File: src/rtl/tile_sched_pkg.sv
// Shared types and helpers for the tile scheduler: FSM encodings and tile offset math.
package tile_sched_pkg;

  typedef enum logic [2:0] {IDLE, R_REQ, R_ACK, HANDOFF, FLUSH} raster_state_e;
  typedef enum logic [1:0] {WB_IDLE, WB_REQ, WB_ACK} wb_state_e;

  localparam int OFFSET_W  = 10;
  localparam int PAYLOAD_W = 1 + 2 * OFFSET_W;

  // Pixel origin of a tile; screens are limited to 1023 pixels, so truncation is lossless.
  function automatic logic [OFFSET_W-1:0] tile_offset(input logic [31:0] index,
                                                       input logic [31:0] tile_dim);
    logic [31:0] w_prod;
    w_prod = index * tile_dim;
    return w_prod[OFFSET_W-1:0];
  endfunction

endpackage

File: src/rtl/fourphase_req.sv
// Request side of a four-phase handshake; payload is captured at launch and held until
// the channel returns to idle.
module fourphase_req
  import tile_sched_pkg::*;
#(
  parameter int WIDTH = 21
) (
  input  logic             i_clk,
  input  logic             i_rst,
  input  logic             i_launch,
  input  logic [WIDTH-1:0] i_payload,
  input  logic             i_ack,
  output logic             o_idle,
  output logic             o_req,
  output logic [WIDTH-1:0] o_payload
);

  // state   | meaning
  // WB_IDLE | free; accepts a launch
  // WB_REQ  | req high, waiting for ack=1
  // WB_ACK  | req low, waiting for ack=0

  wb_state_e        r_state, w_next;
  logic [WIDTH-1:0] r_payload;

  always_ff @(posedge i_clk) begin
    if (i_rst) begin
      r_state   <= WB_IDLE;
      r_payload <= '0;
    end else begin
      r_state <= w_next;
      if (r_state == WB_IDLE && i_launch) r_payload <= i_payload;
    end
  end

  always_comb begin
    w_next = r_state;
    o_idle = 1'b0;
    o_req  = 1'b0;
    case (r_state)
      WB_IDLE: begin
        o_idle = 1'b1;
        if (i_launch) w_next = WB_REQ;
      end
      WB_REQ: begin
        o_req = 1'b1;
        if (i_ack) w_next = WB_ACK;
      end
      WB_ACK:  if (!i_ack) w_next = WB_IDLE;
      default: w_next = WB_IDLE;
    endcase
  end

  assign o_payload = r_payload;

endmodule

File: src/rtl/tile_scheduler.sv
// Frame sequencer: rasterizes tiles in raster order, overlapping writeback of the previous
// tile from the other ping-pong buffer. Perf counters exist only with TILE_SCHED_PERF_EN.
module tile_scheduler
  import tile_sched_pkg::*;
#(
  parameter int SCREEN_W = 640,
  parameter int SCREEN_H = 480,
  parameter int TILE_DIM = 8
) (
  input  logic        BOARD_CLK,
  input  logic        RESET,
  input  logic        frameStart,
  output logic        frameDone,
  output logic        busy,
  output logic        startRasterizing,
  input  logic        doneRasterizing,
  output logic        rasterTileID,
  output logic [9:0]  rasterxOffset,
  output logic [9:0]  rasteryOffset,
  output logic        wbStart,
  input  logic        wbDone,
  output logic        wbTileID,
  output logic [9:0]  wbxOffset,
  output logic [9:0]  wbyOffset,
  output logic [31:0] frameCycles,
  output logic [31:0] stallCycles
);

  // state   | meaning
  // IDLE    | waiting for frameStart
  // R_REQ   | startRasterizing high, waiting for ack
  // R_ACK   | request dropped, waiting for ack to fall
  // HANDOFF | hand finished tile to writeback (stalls while writer busy)
  // FLUSH   | last tile handed off, waiting for its writeback

  localparam int TILES_X = SCREEN_W / TILE_DIM;
  localparam int TILES_Y = SCREEN_H / TILE_DIM;
  localparam int XW = (TILES_X > 1) ? $clog2(TILES_X) : 1;
  localparam int YW = (TILES_Y > 1) ? $clog2(TILES_Y) : 1;
  localparam logic [XW-1:0] LAST_X = XW'(TILES_X - 1);
  localparam logic [YW-1:0] LAST_Y = YW'(TILES_Y - 1);

  raster_state_e        r_state, w_next;
  logic [XW-1:0]        r_x_tile;
  logic [YW-1:0]        r_y_tile;
  logic                 r_buf;
  logic                 w_wb_idle, w_launch, w_advance, w_accept, w_last_tile;
  logic [PAYLOAD_W-1:0] w_wb_payload;

  assign w_last_tile = (r_x_tile == LAST_X) && (r_y_tile == LAST_Y);

  always_ff @(posedge BOARD_CLK) begin
    if (RESET) begin
      r_state  <= IDLE;
      r_x_tile <= '0;
      r_y_tile <= '0;
      r_buf    <= 1'b0;
    end else begin
      r_state <= w_next;
      if (w_accept) begin
        r_x_tile <= '0;
        r_y_tile <= '0;
        r_buf    <= 1'b0;
      end else if (w_advance) begin
        r_buf <= ~r_buf;
        if (r_x_tile == LAST_X) begin
          r_x_tile <= '0;
          r_y_tile <= r_y_tile + YW'(1);
        end else begin
          r_x_tile <= r_x_tile + XW'(1);
        end
      end
    end
  end

  always_comb begin
    w_next           = r_state;
    w_accept         = 1'b0;
    w_launch         = 1'b0;
    w_advance        = 1'b0;
    frameDone        = 1'b0;
    startRasterizing = 1'b0;
    case (r_state)
      IDLE: begin
        if (frameStart) begin
          w_accept = 1'b1;
          w_next   = R_REQ;
        end
      end
      R_REQ: begin
        startRasterizing = 1'b1;
        if (doneRasterizing) w_next = R_ACK;
      end
      R_ACK: if (!doneRasterizing) w_next = HANDOFF;
      HANDOFF: begin
        // Writer is sampled from its registered state, so a writer finishing this cycle
        // is still busy here and the launch slips one cycle.
        if (w_wb_idle) begin
          w_launch = 1'b1;
          if (w_last_tile) begin
            w_next = FLUSH;
          end else begin
            w_advance = 1'b1;
            w_next    = R_REQ;
          end
        end
      end
      FLUSH: begin
        if (w_wb_idle) begin
          frameDone = 1'b1;
          w_next    = IDLE;
        end
      end
      default: w_next = IDLE;
    endcase
  end

  assign busy          = (r_state != IDLE);
  assign rasterTileID  = r_buf;
  assign rasterxOffset = tile_offset(32'(r_x_tile), 32'(TILE_DIM));
  assign rasteryOffset = tile_offset(32'(r_y_tile), 32'(TILE_DIM));

  fourphase_req #(.WIDTH(PAYLOAD_W)) u_wb_req (
    .i_clk     (BOARD_CLK),
    .i_rst     (RESET),
    .i_launch  (w_launch),
    .i_payload ({rasterTileID, rasterxOffset, rasteryOffset}),
    .i_ack     (wbDone),
    .o_idle    (w_wb_idle),
    .o_req     (wbStart),
    .o_payload (w_wb_payload)
  );

  assign {wbTileID, wbxOffset, wbyOffset} = w_wb_payload;

`ifdef TILE_SCHED_PERF_EN
  logic [31:0] r_frame_cycles, r_stall_cycles;

  always_ff @(posedge BOARD_CLK) begin
    if (RESET || w_accept) begin
      r_frame_cycles <= '0;
      r_stall_cycles <= '0;
    end else begin
      if (busy && (r_frame_cycles != '1)) r_frame_cycles <= r_frame_cycles + 32'd1;
      if ((r_state == HANDOFF) && !w_wb_idle && (r_stall_cycles != '1))
        r_stall_cycles <= r_stall_cycles + 32'd1;
    end
  end

  assign frameCycles = r_frame_cycles;
  assign stallCycles = r_stall_cycles;
`else
  assign frameCycles = '0;
  assign stallCycles = '0;
`endif

endmodule
File: config.mk
export PLATFORM = sky130hd
export DESIGN_NAME = tile_scheduler
export DESIGN_NICKNAME = d
export VERILOG_FILES = /design/src/rtl/tile_sched_pkg.sv /design/src/rtl/fourphase_req.sv /design/src/rtl/tile_scheduler.sv
export SDC_FILE = /design/constraint.sdc
export NUM_CORES = 1
export LEC_CHECK = 0
export ABC_AREA = 1
export ABC_CLOCK_PERIOD_IN_PS = 1500
export CORE_MARGIN = 5
export CORE_UTILIZATION = 30
export DETAILED_ROUTE_END_ITERATION = 7
export GPL_TIMING_DRIVEN = 0
export PLACE_DENSITY_LB_ADDON = 0.05
export SLEW_MARGIN = 25
export SYNTH_ARGS = -nofsm -noshare
export SYNTH_HDL_FRONTEND = slang
export SYNTH_SLANG_ARGS = --single-unit
File: constraint.sdc
create_clock -name BOARD_CLK -period 1.5 [get_ports BOARD_CLK]
set_clock_uncertainty 0.05 [all_clocks]
set_input_delay 0.15 -clock BOARD_CLK [delete_from_list [all_inputs] [get_ports BOARD_CLK]]
set_output_delay 0.15 -clock BOARD_CLK [all_outputs]
set_load 0.05 [all_outputs]
==> results of run 1 <==
final timing paths:
kind	cells past startpoint	slack, ps	start	to
worst min register to register	1	390	u_wb_req.r_state[0]$_SDFFE_PP0P_	u_wb_req.r_state[1]$_SDFFE_PP0P_
worst max register to register	7	50	r_y_tile[0]$_SDFFE_PP0P_	r_x_tile[2]$_SDFFE_PP0P_
worst min-delay path	1	390	u_wb_req.r_state[0]$_SDFFE_PP0P_	u_wb_req.r_state[1]$_SDFFE_PP0P_
worst max-delay path	1	20	r_x_tile[2]$_SDFFE_PP0P_	rasterxOffset[5]
area by class of cell:
class,instances,area [µm²]
plain buffers,85,651
clock buffers,6,82.6
clock inverters,2,8.76
fillers,747,4040
inverters,27,109
multi-input cells,241,1200
flip-flops and latches,33,687
well taps,99,124
repair buffers,41,352
sequential cells by signal (all words and copies together), names as in the netlist:
| signal | count |
|---|---|
| r_x_tile | 7 |
| r_y_tile | 6 |
| r_state | 3 |
| u_wb_req.o_payload | 14 |
| u_wb_req.r_state | 2 |
| rasterTileID | 1 |
stage by stage:
step | instance area (µm²) | total power, W
4_1_cts | 3150 | 0.00345
5_1_grt | 3220 | 0.00368
3_5_place_dp | 3070 | 0.00280
6_report | 3220 | 0.00348
2_1_floorplan | 2580 | 0.00247
3_3_place_gp | 3070 | 0.00280
cell usage in the layout, fill, tap and decap left out, types with 2 or more instances in the layout:
cell and count:
nand2_2 7, clkdlybuf4s50_1 4, dfxtp_1 20, xor2_1 2
clkbuf_8 6, clkbuf_2 2, dlygate4sd2_1 26, inv_1 24
nor2_2 3, dfxtp_4 4, nand3_1 19, buf_6 2
o21ai_0 17, nand2_1 41, buf_4 88, nand3_2 2
a21oi_2 9, nand2_4 2, a21oi_1 17, o21ai_1 2
nor2_1 30, nand3_4 2, conb_1 78, nand4_1 2
dfxtp_2 9, nor2_4 2
where the power goes:
group / switching, W / internal, W
Clock: 0.000333 / 0.000364
Sequential: 0.0000553 / 0.000960
Combinational: 0.00128 / 0.000483
per-layer routing:
metal	part of all wire [%]	vias up
met4	1.4	0
met2	45	81
met3	10	8
met1	44	851
li1	-	1069
met5	0	-
cell families after synthesis:
group,Yosys count,synth area share (%)
compound gates,45,11.6
xor+xnor,3,1.17
fa+ha+maj,2,1.12
buf+inv,112,33.5
flops,33,29.5
other cells,1,0.168
simple gates,112,23.0
worst register-to-register path, cell delays in order (launching register included):
cell and delay, ps:
dfxtp_4 360, ha_2 220, nand3_1 100, nor2_2 190, nand2_4 130, buf_4 160
nand4_1 70, a21oi_2 50
repair_timing:
| action | 4_1_cts | 5_1_grt |
|---|---|---|
| gates cloned | 0 | 1 |
| resized for setup | 49 | 23 |
| buffers inserted | 3 | 2 |
| hold endpoints to repair | 0 | 0 |
| pin swaps | 1 | 7 |
| setup endpoints to repair | 43 | 30 |
==> metrics, run 1 <==
synthesized area=0.00224 mm²; CTS Sinks=33; largest net degree at the start of global routing=11; vias in the first global route=1743; Die X=96.4 µm; Mapped Cells=308; CP arrival=1280 ps; Post-CTS Hold Fix Bufs=0; fin cells=534; most numerous cell in the Yosys netlist=buf_4; CTS Buffer Depth=2; Largest delay share family, worst path=buffers and inverters; Routed WL=5530 µm; CORE AREA=0.00725 mm²; YS warnings=0; synth cell count leaders=buf_4, nand2_1, dfxtp_1; Fin. Hold Viols=0; ratio of cells with drive above 1 in the final layout=34.5%; H-tree levels=2; Via Count=2009; post-synth cell types=26; Clk pin slew, worst setup/hold paths=70 ps; GR Layer Usage met1=14.2%; final hold slack=387 ps; worst min-delay path category=reg -> reg; CTS tree=done; setup slack after layout=17.4 ps; net total in the final layout=441; Post-synth EDFFs=0; GPL Wtd Cong=0.821; most common flop cell mapped by yosys=dfxtp_1; starting DRC count in detailed routing=40; Pleak=1.71 nW; RSZ-0062 raised after global routing=yes; Max-slew headroom=66.3%; setup TNS=0 ps; initial antenna violation count=0; fmax=675 MHz; fin crit share=98.8%; Buf/Inv on CP=1; number of core rows=31; Critical Path End Type=output pin; GRT overflow=0; final core area utilization=44.3%; hpwl dp=4150 µm; Synth area leader=dfxtp_1; Final min period=1480 ps; Port Buffer Count=36; met3 GRT Util=3.95%; CTS Buf Count=5; Critical Setup Path Class=reg -> out; DP Worst Slack=-292 ps; final setup fails=0; Residual DRC=0; GR Util met2=18.1%; area share of the largest cell type after synthesis=29.5%; Die Ht=96.4 µm; Placed Instances=520; CP max-delay cell=dlygate4sd2_1; Final Max Slew Viols=0; synthesis-stage register bit count=33; Clock Root Buffer=clkbuf_8; max_cap viols=0; Pwr Density=1080 mW/mm²; area grow syn2layout=43.7%; vias per cell=3.76; gr busiest metal=met2; crit path cell chain=dlygate4sd2_1; Ports=115; largest cells by area after synthesis=dfxtp_1, buf_4, nand2_1; global-route wire length before repair=8150 µm; Seq/Total Area, Yosys=29.5%; asr flop ratio synth=0%; die area=0.00929 mm²; Max stage delay on crit path=560 ps; DRT Pass-1 Iters=4; Detail Route Antenna Nets=0; Critical Path Source Type=register; CP required=1300 ps; GRT Util Overall=11.3%; Tightest Pin Transition=508 ps; worst skew pair latency=280 ps; antenna cells=0; routed len/inst=10.4 µm; Syn Area/Cell=7.27 µm²; Starting Density=30.9%; Max FO, Critical Path=8; run status=finished clean; peak supply drop=0.000496 V
No activity file was read; power rests on OpenSTA's default activity.
==> run 2: changes to the inputs <==
Settings changed: SKIP_CTS_REPAIR_TIMING set to 1.
==> run 2 against run 1 <==
Against the previous run:
- worst setup slack got worse by 2.1 ps
- maximum frequency fell by 0.14%
- final cell count rose by 1.9%
- routed wire length rose by 5.6%
- hold slack got worse by 1.5 ps
- critical endpoint is now frameDone
- final area rose by 7.6%
- first-iteration DRC count rose by 38%
- combinational power rose by 9.6%
- die area did not move
- clock power barely moved
- non-clock buffer count rose by 10
==> metrics, run 2 (same netlist as run 1, synthesis figures left out) <==
worst min-delay path category=reg -> reg (unchanged); Via Count=2070 (was 2009); Tightest Pin Transition=522 ps (was 508 ps); area grow syn2layout=54.6% (was 43.7%); vias per cell=3.81 (was 3.76); Port Buffer Count=36 (unchanged); Final Max Slew Viols=0 (unchanged); fin crit share=99.0% (was 98.8%); fillers=719 (was 747); CORE AREA=0.00725 mm² (unchanged); peak supply drop=0.000510 V (was 0.000496 V); routed len/inst=10.7 µm (was 10.4 µm); CP arrival=1280 ps (about the same); fmax=674 MHz (was 675 MHz); run status=finished clean (unchanged); Final Instance Area=0.00346 mm² (was 0.00322 mm²); Critical Path Source Type=register (unchanged); vias in the first global route=1707 (was 1743); placed inst area=0.00307 mm² (unchanged); CTS tree=done (unchanged); RSZ-0062 raised after global routing=yes (unchanged); CTS Sinks=33 (unchanged); global-route wire length before repair=8000 µm (was 8150 µm); Die X=96.4 µm (unchanged); fin cells=544 (was 534); GPL Wtd Cong=0.821 (unchanged); max_cap viols=0 (unchanged); Die Ht=96.4 µm (unchanged); Fin. Hold Viols=0 (unchanged); die area=0.00929 mm² (unchanged); DRT Pass-1 Iters=4 (unchanged); Pleak=2.17 nW (was 1.71 nW); number of core rows=31 (unchanged); Ports=115 (unchanged); CTS Buffer Depth=2 (unchanged); largest net degree at the start of global routing=11 (unchanged); max FFs per register=14 (unchanged); starting DRC count in detailed routing=55 (was 40); H-tree levels=2 (unchanged); Max-slew headroom=65.2% (was 66.3%); final hold slack=385 ps (was 387 ps); ratio of cells with drive above 1 in the final layout=36.2% (was 34.5%); GRT Util Overall=11.0% (was 11.3%); net total in the final layout=451 (was 441); Max FO, Critical Path=8 (unchanged); Clock Root Buffer=clkbuf_8 (unchanged); Residual DRC=0 (unchanged); Detail Route Antenna Nets=0 (unchanged); CP required=1300 ps (about the same); Clk pin slew, worst setup/hold paths=70 ps (about the same); worst skew pair latency=280 ps (about the same); GRT overflow=0 (unchanged); Critical Path End Type=output pin (unchanged); Starting Density=30.9% (unchanged); Pwr Density=1060 mW/mm² (was 1080 mW/mm²); Placed Instances=520 (unchanged); Critical Setup Path Class=reg -> out (unchanged); antenna cells=0 (unchanged); commonest non-fill, non-tap cell in the layout=buf_4 (unchanged); Final min period=1480 ps (about the same); hpwl dp=4150 µm (unchanged); Routed WL=5840 µm (was 5530 µm); CTS Buf Count=5 (unchanged); initial antenna violation count=0 (unchanged); final setup fails=0 (unchanged); most frequent cells in the layout=buf_4, conb_1, nand2_1, nor2_1, dlymetal6s2s_1 (was buf_4, conb_1, nand2_1, nor2_1, dlygate4sd2_1)
[run 2: path summary, 6_finish.rpt]
check / depth (start not counted) / to / slack [ps] / from
setup / recovery: 3 / frameDone / 20 / r_state[1]$_SDFFE_PP0P_
hold / removal: 1 / u_wb_req.r_state[1]$_SDFFE_PP0P_ / 390 / u_wb_req.r_state[0]$_SDFFE_PP0P_
setup reg to reg: 10 / r_y_tile[2]$_SDFFE_PP0P_ / 20 / r_state[2]$_SDFFE_PP0P_
hold reg to reg: 1 / u_wb_req.r_state[1]$_SDFFE_PP0P_ / 390 / u_wb_req.r_state[0]$_SDFFE_PP0P_
[run 2: routing by layer]
metal  GRT usage, %  up-vias  wire [µm]
met1           14.3      876       2520
met4           3.39        0         64
met5              0        -          0
met3           3.87        8        572
met2           17.1       95       2680
li1               -     1091          -
[run 2: per-stage QoR]
step / worst slack, ps / total power [W] / TNS, ps / util, %
floorplan: 19.2 / 0.00247 / 0 / -
global placement: -290 / 0.00280 / -3150 / 42.3
detailed placement: -292 / 0.00280 / -2830 / 42.3
CTS: -606 / 0.00351 / -7460 / 43.5
global route: -69.7 / 0.00386 / -397 / 47.7
finish: 15.3 / 0.00366 / 0 / 47.7
[run 2: worst max-delay path, stage by stage (launching register included)]
cell and delay, ps:
dfxtp_1 300, clkbuf_4 180, nor4_4 260, clkbuf_4 270
[run 2: area by class of cell]
| class | count | area [µm²] | share of cell area (%) |
|---|---|---|---|
| Multi-Input combinational cell | 241 | 1210 | 35.1 |
| Timing Repair Buffer | 51 | 574 | 16.6 |
| Tap cell | 99 | 124 | 3.58 |
| Clock buffer | 6 | 82.6 | 2.39 |
| Buffer | 85 | 654 | 18.9 |
| Sequential cell | 33 | 689 | 19.9 |
| Clock inverter | 2 | 8.76 | 0.253 |
| Inverter | 27 | 111 | 3.22 |
[run 2: power by group]
| group | total (W) | switching [W] | leakage (nW) | internal, W |
|---|---|---|---|---|
| combinational | 0.00194 | 0.00134 | 1.85 | 0.000608 |
| clock | 0.000698 | 0.000334 | 0.0486 | 0.000364 |
| sequential | 0.00102 | 0.0000524 | 0.275 | 0.000963 |
| total | 0.00366 | 0.00172 | 2.17 | 0.00193 |
==> run 3: changes to the inputs <==
Settings changed: SYNTH_HIERARCHICAL set to 1.
==> run 3 against run 2 <==
Against the previous run:
- the run now ends with setup timing left
- register-to-register slack lost 40 ps
- hold slack improved by 24 ps
- count of clock-buffer cells in the layout is the same
- die area grew 17%
- worst setup slack got worse by 45 ps
- combinational power increased by 7%
- routed wire length increased by 11%
- global-route usage up 0.47 points
- critical endpoint is now r_y_tile[5]$_SDFFE_PP0P_
- largest cell class is now multi-input gates
- largest power group unchanged
==> metrics, run 3 <==
antenna cells=0 (unchanged); global-route wire length before repair=10600 µm (was 8000 µm); CP required=1670 ps (was 1300 ps); initial antenna violation count=0 (unchanged); YS warnings=6 (was 0); CORE AREA=0.00868 mm² (was 0.00725 mm²); largest cells by area after synthesis=dfxtp_1, buf_4, nand2_1 (unchanged); Die Ht=104 µm (was 96.4 µm); clock share of power=18.3% (was 19.1%); asr flop ratio synth=0% (unchanged); Max FO, Critical Path=8 (unchanged); fmax=654 MHz (was 674 MHz); GRT overflow=0 (unchanged); met3 GRT Util=3.66% (was 3.87%); Routed WL=6490 µm (was 5840 µm); hpwl dp=4920 µm (was 4150 µm); GPL Wtd Cong=0.798 (was 0.821); Clock Root Buffer=clkbuf_8 (unchanged); RSZ-0062 raised after global routing=yes (unchanged); routed len/inst=10.3 µm (was 10.7 µm); number of core rows=34 (was 31); post-synth cell types=28 (was 26); Placed Instances=610 (was 520); final hold slack=409 ps (was 385 ps); Final Max Slew Viols=0 (unchanged); max_cap viols=0 (unchanged); fin cells=629 (was 544); synthesis-stage register bit count=40 (was 33); Critical Setup Path Class=reg -> reg (was reg -> out); Pleak=2.47 nW (was 2.17 nW); fin crit share=102% (was 99.0%); Internal=0.00221 W (was 0.00193 W); CP arrival=1700 ps (was 1280 ps); Via Count=2438 (was 2070); final setup fails=6 (was 0); Critical Path Source Type=register (unchanged); switching pwr=0.00191 W (was 0.00172 W); gr busiest metal=met2 (unchanged); Post-synth EDFFs=0 (unchanged); worst skew pair latency=290 ps (was 280 ps); peak supply drop=0.000348 V (was 0.000510 V); Critical Path End Type=register (was output pin); DRT Pass-1 Iters=4 (unchanged); Max-slew headroom=65.7% (was 65.2%); Ports=115 (unchanged); Seq/Total Area, Yosys=30.1% (was 29.5%); synth cell count leaders=nand2_1, buf_4, nor2_1 (was buf_4, nand2_1, dfxtp_1); Fin. Hold Viols=0 (unchanged); combinational share of power=50.5% (was 53.1%); Starting Density=30.7% (was 30.9%); vias per cell=3.88 (was 3.81); Tot Pwr=0.00412 W (was 0.00366 W); net total in the final layout=527 (was 451); synthesized area=0.00266 mm² (was 0.00224 mm²); max FFs per register=21 (was 14); ratio of cells with drive above 1 in the final layout=32.4% (was 36.2%); starting DRC count in detailed routing=44 (was 55); Final min period=1530 ps (was 1480 ps); area share of the largest cell type after synthesis=30.1% (was 29.5%); CTS tree=done (unchanged); fillers=933 (was 719); placed inst area=0.00358 mm² (was 0.00307 mm²); commonest non-fill, non-tap cell in the layout=buf_4 (unchanged); most numerous cell in the Yosys netlist=nand2_1 (was buf_4); Mapped Cells=382 (was 308); CTS Buffer Depth=2 (unchanged); CTS Sinks=40 (was 33); failing checks=setup timing; setup TNS=-80.3 ps (was 0 ps); largest net degree at the start of global routing=13 (was 11); worst min-delay path category=in -> reg (was reg -> reg); Synth area leader=dfxtp_1 (unchanged); run status=complete, but fails checks (was finished clean); Tightest Pin Transition=514 ps (was 522 ps); GR Util met2=19.5% (was 17.1%); area grow syn2layout=50.9% (was 54.6%); Final Instance Area=0.00402 mm² (was 0.00346 mm²); die area=0.0109 mm² (was 0.00929 mm²); Clk pin slew, worst setup/hold paths=80 ps (was 70 ps); Detail Route Antenna Nets=0 (unchanged); most frequent cells in the layout=buf_4, conb_1, nand2_1, nor2_1, inv_1 (was buf_4, conb_1, nand2_1, nor2_1, dlymetal6s2s_1); most common flop cell mapped by yosys=dfxtp_1 (unchanged); GR Layer Usage met1=13.9% (was 14.3%); Port Buffer Count=43 (was 36); Syn Area/Cell=6.97 µm² (was 7.27 µm²); Switching Share=46.3% (was 47.1%); GRT Util Overall=11.5% (was 11.0%); Residual DRC=0 (unchanged); Pwr Density=1020 mW/mm² (was 1060 mW/mm²); setup slack after layout=-29.4 ps (was 15.3 ps); CTS Buf Count=5 (unchanged); H-tree levels=2 (unchanged); Die X=104 µm (was 96.4 µm); Flop pwr share=31.2% (was 27.8%); vias in the first global route=2325 (was 1707)
[run 3: changes by cell type in the layout (fill, tap and decap cells not counted), sizes merged, moves of 2 or more]
| cell | change |
|---|---|
| dlymetal6s2s | +7 |
| nand2 | +30 |
| a21oi | +10 |
| o21ai | -15 |
| inv | +15 |
| nor2 | +11 |
| buf | -6 |
| nand3 | +15 |
| dfxtp | +7 |
| xor2 | +2 |
[run 3: final cells by class]
class,instances,area (µm²),share of cell area (%)
repair buffers,54,628,15.6
inverters,41,166,4.14
multi-input cells,295,1500,37.4
flip-flops and latches,40,835,20.8
well taps,108,135,3.36
clock buffers,6,82.6,2.05
clock inverters,2,10.0,0.249
plain buffers,83,661,16.4
[run 3: cell families after synthesis]
| logic type | after synthesis | synth area share, % |
|---|---|---|
| AOI/OAI and AO/OA | 40 | 9.06 |
| xor gates and xnor gates | 6 | 1.97 |
| adders and majority gates | 2 | 0.939 |
| buffers and inverters | 124 | 29.0 |
| DFF | 40 | 30.1 |
| other | 1 | 0.141 |
| and+or+nand+nor | 169 | 28.8 |
[run 3: worst paths after layout]
path / slack (ps) / depth (start not counted) / start / to
hold / removal: 410 / 3 / wbDone / u_wb_req/r_state[1]$_SDFFE_PP0P_
setup / recovery: -30 / 8 / r_x_tile[0]$_SDFFE_PP0P_ / r_y_tile[5]$_SDFFE_PP0P_
setup reg to reg: -30 / 8 / r_x_tile[0]$_SDFFE_PP0P_ / r_y_tile[5]$_SDFFE_PP0P_
hold reg to reg: 430 / 2 / u_wb_req/o_payload[1]$_SDFFE_PP0P_ / u_wb_req/o_payload[1]$_SDFFE_PP0P_
[run 3: power groups by stage]
stage	clock, W	combinational, W	sequential, W
finish	0.000754	0.00208	0.00128
global route	0.000834	0.00225	0.00130
CTS	0.000778	0.00199	0.00129
detailed placement	0	0.00199	0.00131
global placement	0	0.00199	0.00131
floorplan	0	0.00134	0.00156
[run 3: layer usage]
metal	part of all wire [%]	up-vias
li1	-	1319
met1	45	1042
met2	47	73
met3	7.1	4
met4	0.71	0
met5	0	-
[run 3: worst max-delay path, cell delays in order, from the launching register on]
cell and delay [ps]:
dfxtp_4 370, buf_6 110, ha_4 130, nand3_4 100, nor2_8 220, nand3_4 180, inv_8 130, nand2_2 60
a21oi_2 110
[run 3: stage by stage]
stage          setup slack, ps  util [%]
6_report                 -29.4      46.3
5_1_grt                   -108      46.3
4_1_cts                   -770      42.3
3_5_place_dp              -442      41.2
3_3_place_gp              -437      41.2
2_1_floorplan            -8.10         -
